--- config.mk ---
export PLATFORM = sky130hd
export DESIGN_NAME = dsi_crc_engine
export DESIGN_NICKNAME = d
export VERILOG_FILES = /design/src/rtl/dsi_crc_engine.sv
export SDC_FILE = /design/constraint.sdc
export NUM_CORES = 1
export LEC_CHECK = 0
export BUFFER_PORTS_ARGS = -buffer_cell sky130_fd_sc_hd__clkbuf_2
export CORE_AREA = 3 3 114 116
export DETAILED_ROUTE_END_ITERATION = 10
export DIE_AREA = 0 0 117 119
export PLACE_DENSITY = 0.81
export SYNTH_ARGS = -nofsm -noshare
export SYNTH_HDL_FRONTEND = slang
export SYNTH_SLANG_ARGS = --single-unit
--- constraint.sdc ---
create_clock -name clk -period 9.8 [get_ports clk]
set_clock_uncertainty 0.15 [all_clocks]
set_input_delay 0.98 -clock clk [delete_from_list [all_inputs] [get_ports clk]]
set_output_delay 0.98 -clock clk [all_outputs]
set_load 0.02 [all_outputs]
--- src/rtl/dsi_crc_engine.sv ---
// DSI long-packet payload CRC (CRC-16/CCITT, reflected 0x8408, LSB-first) over BYTES lanes per beat.
// Optional receive-side checker enabled by defining DSI_CRC_CHECK_EN.
module dsi_crc_engine #(
  parameter int unsigned BYTES = 8,
  parameter logic [15:0] SEED  = 16'hFFFF
) (
  input  logic                 clk,
  input  logic                 reset,
  input  logic                 start,
  input  logic                 en,
  input  logic                 last,
  input  logic [BYTES-1:0]     keep,
  input  logic [8*BYTES-1:0]   data,
`ifdef DSI_CRC_CHECK_EN
  input  logic [15:0]          rx_crc,
  output logic                 crc_ok,
  output logic                 crc_err,
  output logic [15:0]          err_count,
`endif
  output logic [15:0]          crc,
  output logic                 crc_valid,
  output logic                 busy
);

  localparam logic [15:0] POLY = 16'h8408;

  typedef enum logic {IDLE, ACCUM} state_t;

  state_t      state_q;
  state_t      state_d;
  logic [15:0] crc_d;
  logic        crc_valid_d;
  logic        busy_d;
  logic        preset;
  logic [15:0] crc_base;

  // Fold the contiguous run of kept bytes starting at byte 0, each byte LSB-first.
  function automatic logic [15:0] fold(input logic [15:0]        c_in,
                                       input logic [BYTES-1:0]   k,
                                       input logic [8*BYTES-1:0] d);
    logic [15:0] c;
    logic        live;
    c    = c_in;
    live = 1'b1;
    for (int i = 0; i < int'(BYTES); i++) begin
      live = live & k[i];
      if (live) begin
        c = c ^ {8'h00, d[8*i +: 8]};
        for (int b = 0; b < 8; b++) begin
          c = c[0] ? ((c >> 1) ^ POLY) : (c >> 1);
        end
      end
    end
    return c;
  endfunction

  // State and output registers
  always_ff @(posedge clk) begin
    if (reset) begin
      state_q   <= IDLE;
      crc       <= SEED;
      crc_valid <= 1'b0;
      busy      <= 1'b0;
    end else begin
      state_q   <= state_d;
      crc       <= crc_d;
      crc_valid <= crc_valid_d;
      busy      <= busy_d;
    end
  end

  // Next-state logic; a final beat always returns to IDLE, even when it also starts the packet
  always_comb begin
    state_d = state_q;
    if (en && last) begin
      state_d = IDLE;
    end else if (start || en) begin
      state_d = ACCUM;
    end
  end

  // Output logic: explicit or implicit start presets the accumulator before folding
  always_comb begin
    preset      = start || (en && (state_q == IDLE));
    crc_base    = preset ? SEED : crc;
    crc_d       = crc_base;
    crc_valid_d = en && last;
    busy_d      = (state_d == ACCUM);
    if (en) begin
      crc_d = fold(crc_base, keep, data);
    end
  end

`ifdef DSI_CRC_CHECK_EN
  logic crc_ok_d;
  logic crc_err_d;

  always_comb begin
    crc_ok_d  = 1'b0;
    crc_err_d = 1'b0;
    if (en && last) begin
      crc_ok_d  = (crc_d == rx_crc);
      crc_err_d = (crc_d != rx_crc);
    end
  end

  // Checker flags align with crc_valid; error counter saturates
  always_ff @(posedge clk) begin
    if (reset) begin
      crc_ok    <= 1'b0;
      crc_err   <= 1'b0;
      err_count <= 16'h0000;
    end else begin
      crc_ok  <= crc_ok_d;
      crc_err <= crc_err_d;
      if (crc_err_d && (err_count != 16'hFFFF)) begin
        err_count <= err_count + 16'd1;
      end
    end
  end
`endif

endmodule

==> run_results.csv <==
group,metric,value,unit
yosys,synthesis.instances,905,
worst_setup_path,crit_required,9770,ps
timing,rsz0062_at_grt,"no",
grt,grt_max_degree,41,
cts,clk_latency,250,ps
pwr,leakage,3.130,nW
worst_setup_path,endpoint,"crc[15]",
route,avgRoutedWirePerCell,20.25,um
yosys,synth_area,7129,um^2
worst_setup_path,crit_arrival,8750,ps
placed_design,portBuffers,94,
floorplanning,die_w,117,um
worst_setup_path,crit_chain,"clkbuf_2, nor2b_4, o31ai_1, a211oi_2, o311ai_0, or2_1, xnor2_2, mux2_1, a21boi_1, xnor2_2, xnor2_2, or4_1, o2111a_1, xnor3_1, xnor3_2, xnor2_1, o21ai_2, xnor2_2, xnor3_1, xnor2_1, a21o_1, a2111oi_1, a21oi_1",
cts,clkTransAtPathRegs,50,ps
timing,setup_violations,0,
placed_design,gp_congestion,0.9606,
floorplanning,dieArea,13920,um^2
route,drtIter0Drc,835,
route,routed_wl,22400,um
cts,post_cts_buffers,0,
yosys,synth_enable_flop_cells,0,
route,vias,7334,
timing,max_slew_margin,44.61,%
cells_and_area,drive_gt1_share,18.46,%
yosys,syn_area_per_cell,7.878,um^2
grt,grt_use_total,31.26,%
timing,maxSlewViolCount,0,
yosys,postSynth.topFlopCell,"dfxtp_1",
cells_and_area,syn_to_final_growth,7.968,%
floorplanning,die_h,119,um
cells_and_area,final_common_cell,"xnor2_1",
job,drv_cap,0,
timing,finalHoldViolCount,0,
yosys,yosysTopAreaCell,"xnor2_1",
grt,grt_pass1_vias,6602,
cells_and_area,final_cell_mix,"126 x xnor2_1, 94 x clkbuf_2, 80 x nor2_1",
worst_setup_path,reg2reg_depth,22,
yosys,yosysWarnings,0,
route,ant_nets,0,
worst_hold_path,whs_path_depth,1,
worst_setup_path,crit_cells,23,
placed_design,dp_hpwl,18030,um
floorplanning,ioPinCount,95,
yosys,yosys-top-cells-area,"xnor2_1 15%, xnor3_1 9.2%, xor2_1 6.8%",
worst_setup_path,crit_type,"in2reg",
worst_setup_path,cp-start-kind,"primary input",
cts,tritoncts,"built",
yosys,yosysSeqAreaShare,5.054,%
floorplanning,rows,40,
worst_setup_path,critPathMaxFanout,32,
cts,cts_max_level,1,
grt,overflow,0,
worst_setup_path,cp_slowest_stage_delay,720,ps
timing,period_share,89.58,%
floorplanning,core,12010,um^2
yosys,synth_cell_type_count,102,
timing,timing.fmax,0.1139,GHz
worst_setup_path,end_kind,"register",
cells_and_area,antenna_cells,0,
yosys,synth_fp_nets,982,
worst_hold_path,min_path_type,"reg2reg",
worst_setup_path,r2r-end,"crc[15]",
yosys,netlist.area_leader.share,15.48,%
worst_setup_path,cp_num_buf_inv,1,
cts,cts-root-buf,"clkbuf_16",
yosys,async_flop_share,0,%
cts,numCtsBuffers,3,
route,drc,0,
cts,cts.repair.resized,0,
yosys,synth-seq-cells,18,
timing,fin_crit,8779,ps
cts,cts_sinks,18,
timing,worst_slew_pin_slew,825.9,ps
worst_setup_path,crit_family,"XOR/XNOR gates",
worst_setup_path,slowest_stage,"nor2b_4",
worst_setup_path,crit_top_cell,"xnor2_2",
grt,grt_pass1_wl,34570,um
grt,antenna_found_initial,0,
pwr,p_per_area,201.5,nW/um^2
worst_setup_path,ff2ff_setup_slack,1940,ps
worst_setup_path,timing.rr.start,"state_q",
timing,tns,0,ps
cts,clk_path_buf_depth,2,
pwr,totalPowerFinal,1.551,mW
run_status,status,"finished, final reports clean",
cts,hold_buffers,0,
floorplanning,initial_core_util,59.35,%
worst_setup_path,startpoint,"en",
route,vias_per_cell,6.631,
cells_and_area,fin_nets,1037,
pwr,ir_drop,136.1,uV
route,drt-pass1-iter-count,5,
-- per-layer routing --
metal  part of all wire (%)  vias to the layer above  global-route usage [%]
li1                       -                     3436                       -
met1                     40                     3444                   43.76
met2                     47                      401                   51.03
met3                    9.3                       53                   2.998
met4                    2.8                        0                   8.459
met5                      0                        -                       0
-- power breakdown --
part	total [mW]	internal (mW)	switching, mW
Sequential	0.0971	0.0806	0.0166
Clock	0.0911	0.0622	0.0289
Combinational	1.36	0.617	0.746
-- logic make-up (layout without fill, tap and decap cells) --
kind of cell    count (synthesis)  after routing  share of synthesized area, %
compound gates                243            243                         24.41
mux                            33             33                         5.282
buf+inv                        65            119                         3.931
flops                          18             18                         5.054
simple gates                  311            311                         22.97
xor+xnor                      235            235                         38.35
-- flip-flops by register name, summed over array words and instances (netlist names) --
register,count
crc,16
crc_valid,1
state_q,1
-- layout make-up --
class                      count  area (um^2)
inverter                      14        52.55
sequential                    18        360.3
fill                        1100         4314
multi-input combinational    822         6489
timing repair buffer         101        523.0
tap                          147        183.9
clock buffer                   4        88.84
-- Yosys cell counts (10+ instances only) --
master	number
nor4_1	11
or3_1	11
o21ai_0	47
nand2_1	68
nand3_1	24
xor2_1	55
nand4_1	10
mux2i_1	20
nor3_1	26
nor2_1	80
a21o_1	13
a21oi_1	37
xnor3_1	29
or2_2	10
nand2b_1	10
clkbuf_1	34
xnor2_1	126
o211ai_1	12
inv_1	14
dfxtp_1	18
and2_1	10
-- how the worst min path moves through the flow --
stage                        from       to  slack, ps
final                     state_q  state_q        490
after global routing      crc[14]  crc[14]        520
after CTS                 state_q  state_q        490
after detailed placement  state_q  state_q        470
after global placement    state_q  state_q        460
after floorplan           crc[10]  crc[10]        470
-- through the flow --
stage / instance area (um^2) / instances / hold slack (ps) / setup slack, ps / utilization, %
4_1_cts: 7697 / 1106 / 488.8 / 1162 / 64.08
6_report: 7697 / 1106 / 489.2 / 1021 / 64.08
2_1_floorplan: 7129 / 905 / 468.0 / 2436 / -
3_5_place_dp: 7609 / 1102 / 469.1 / 945.4 / 63.34
3_3_place_gp: 7609 / 1102 / 458.7 / 977.4 / 63.34
5_1_grt: 7697 / 1106 / 518.4 / 521.7 / 64.08
(Power assumes the default switching activity.)
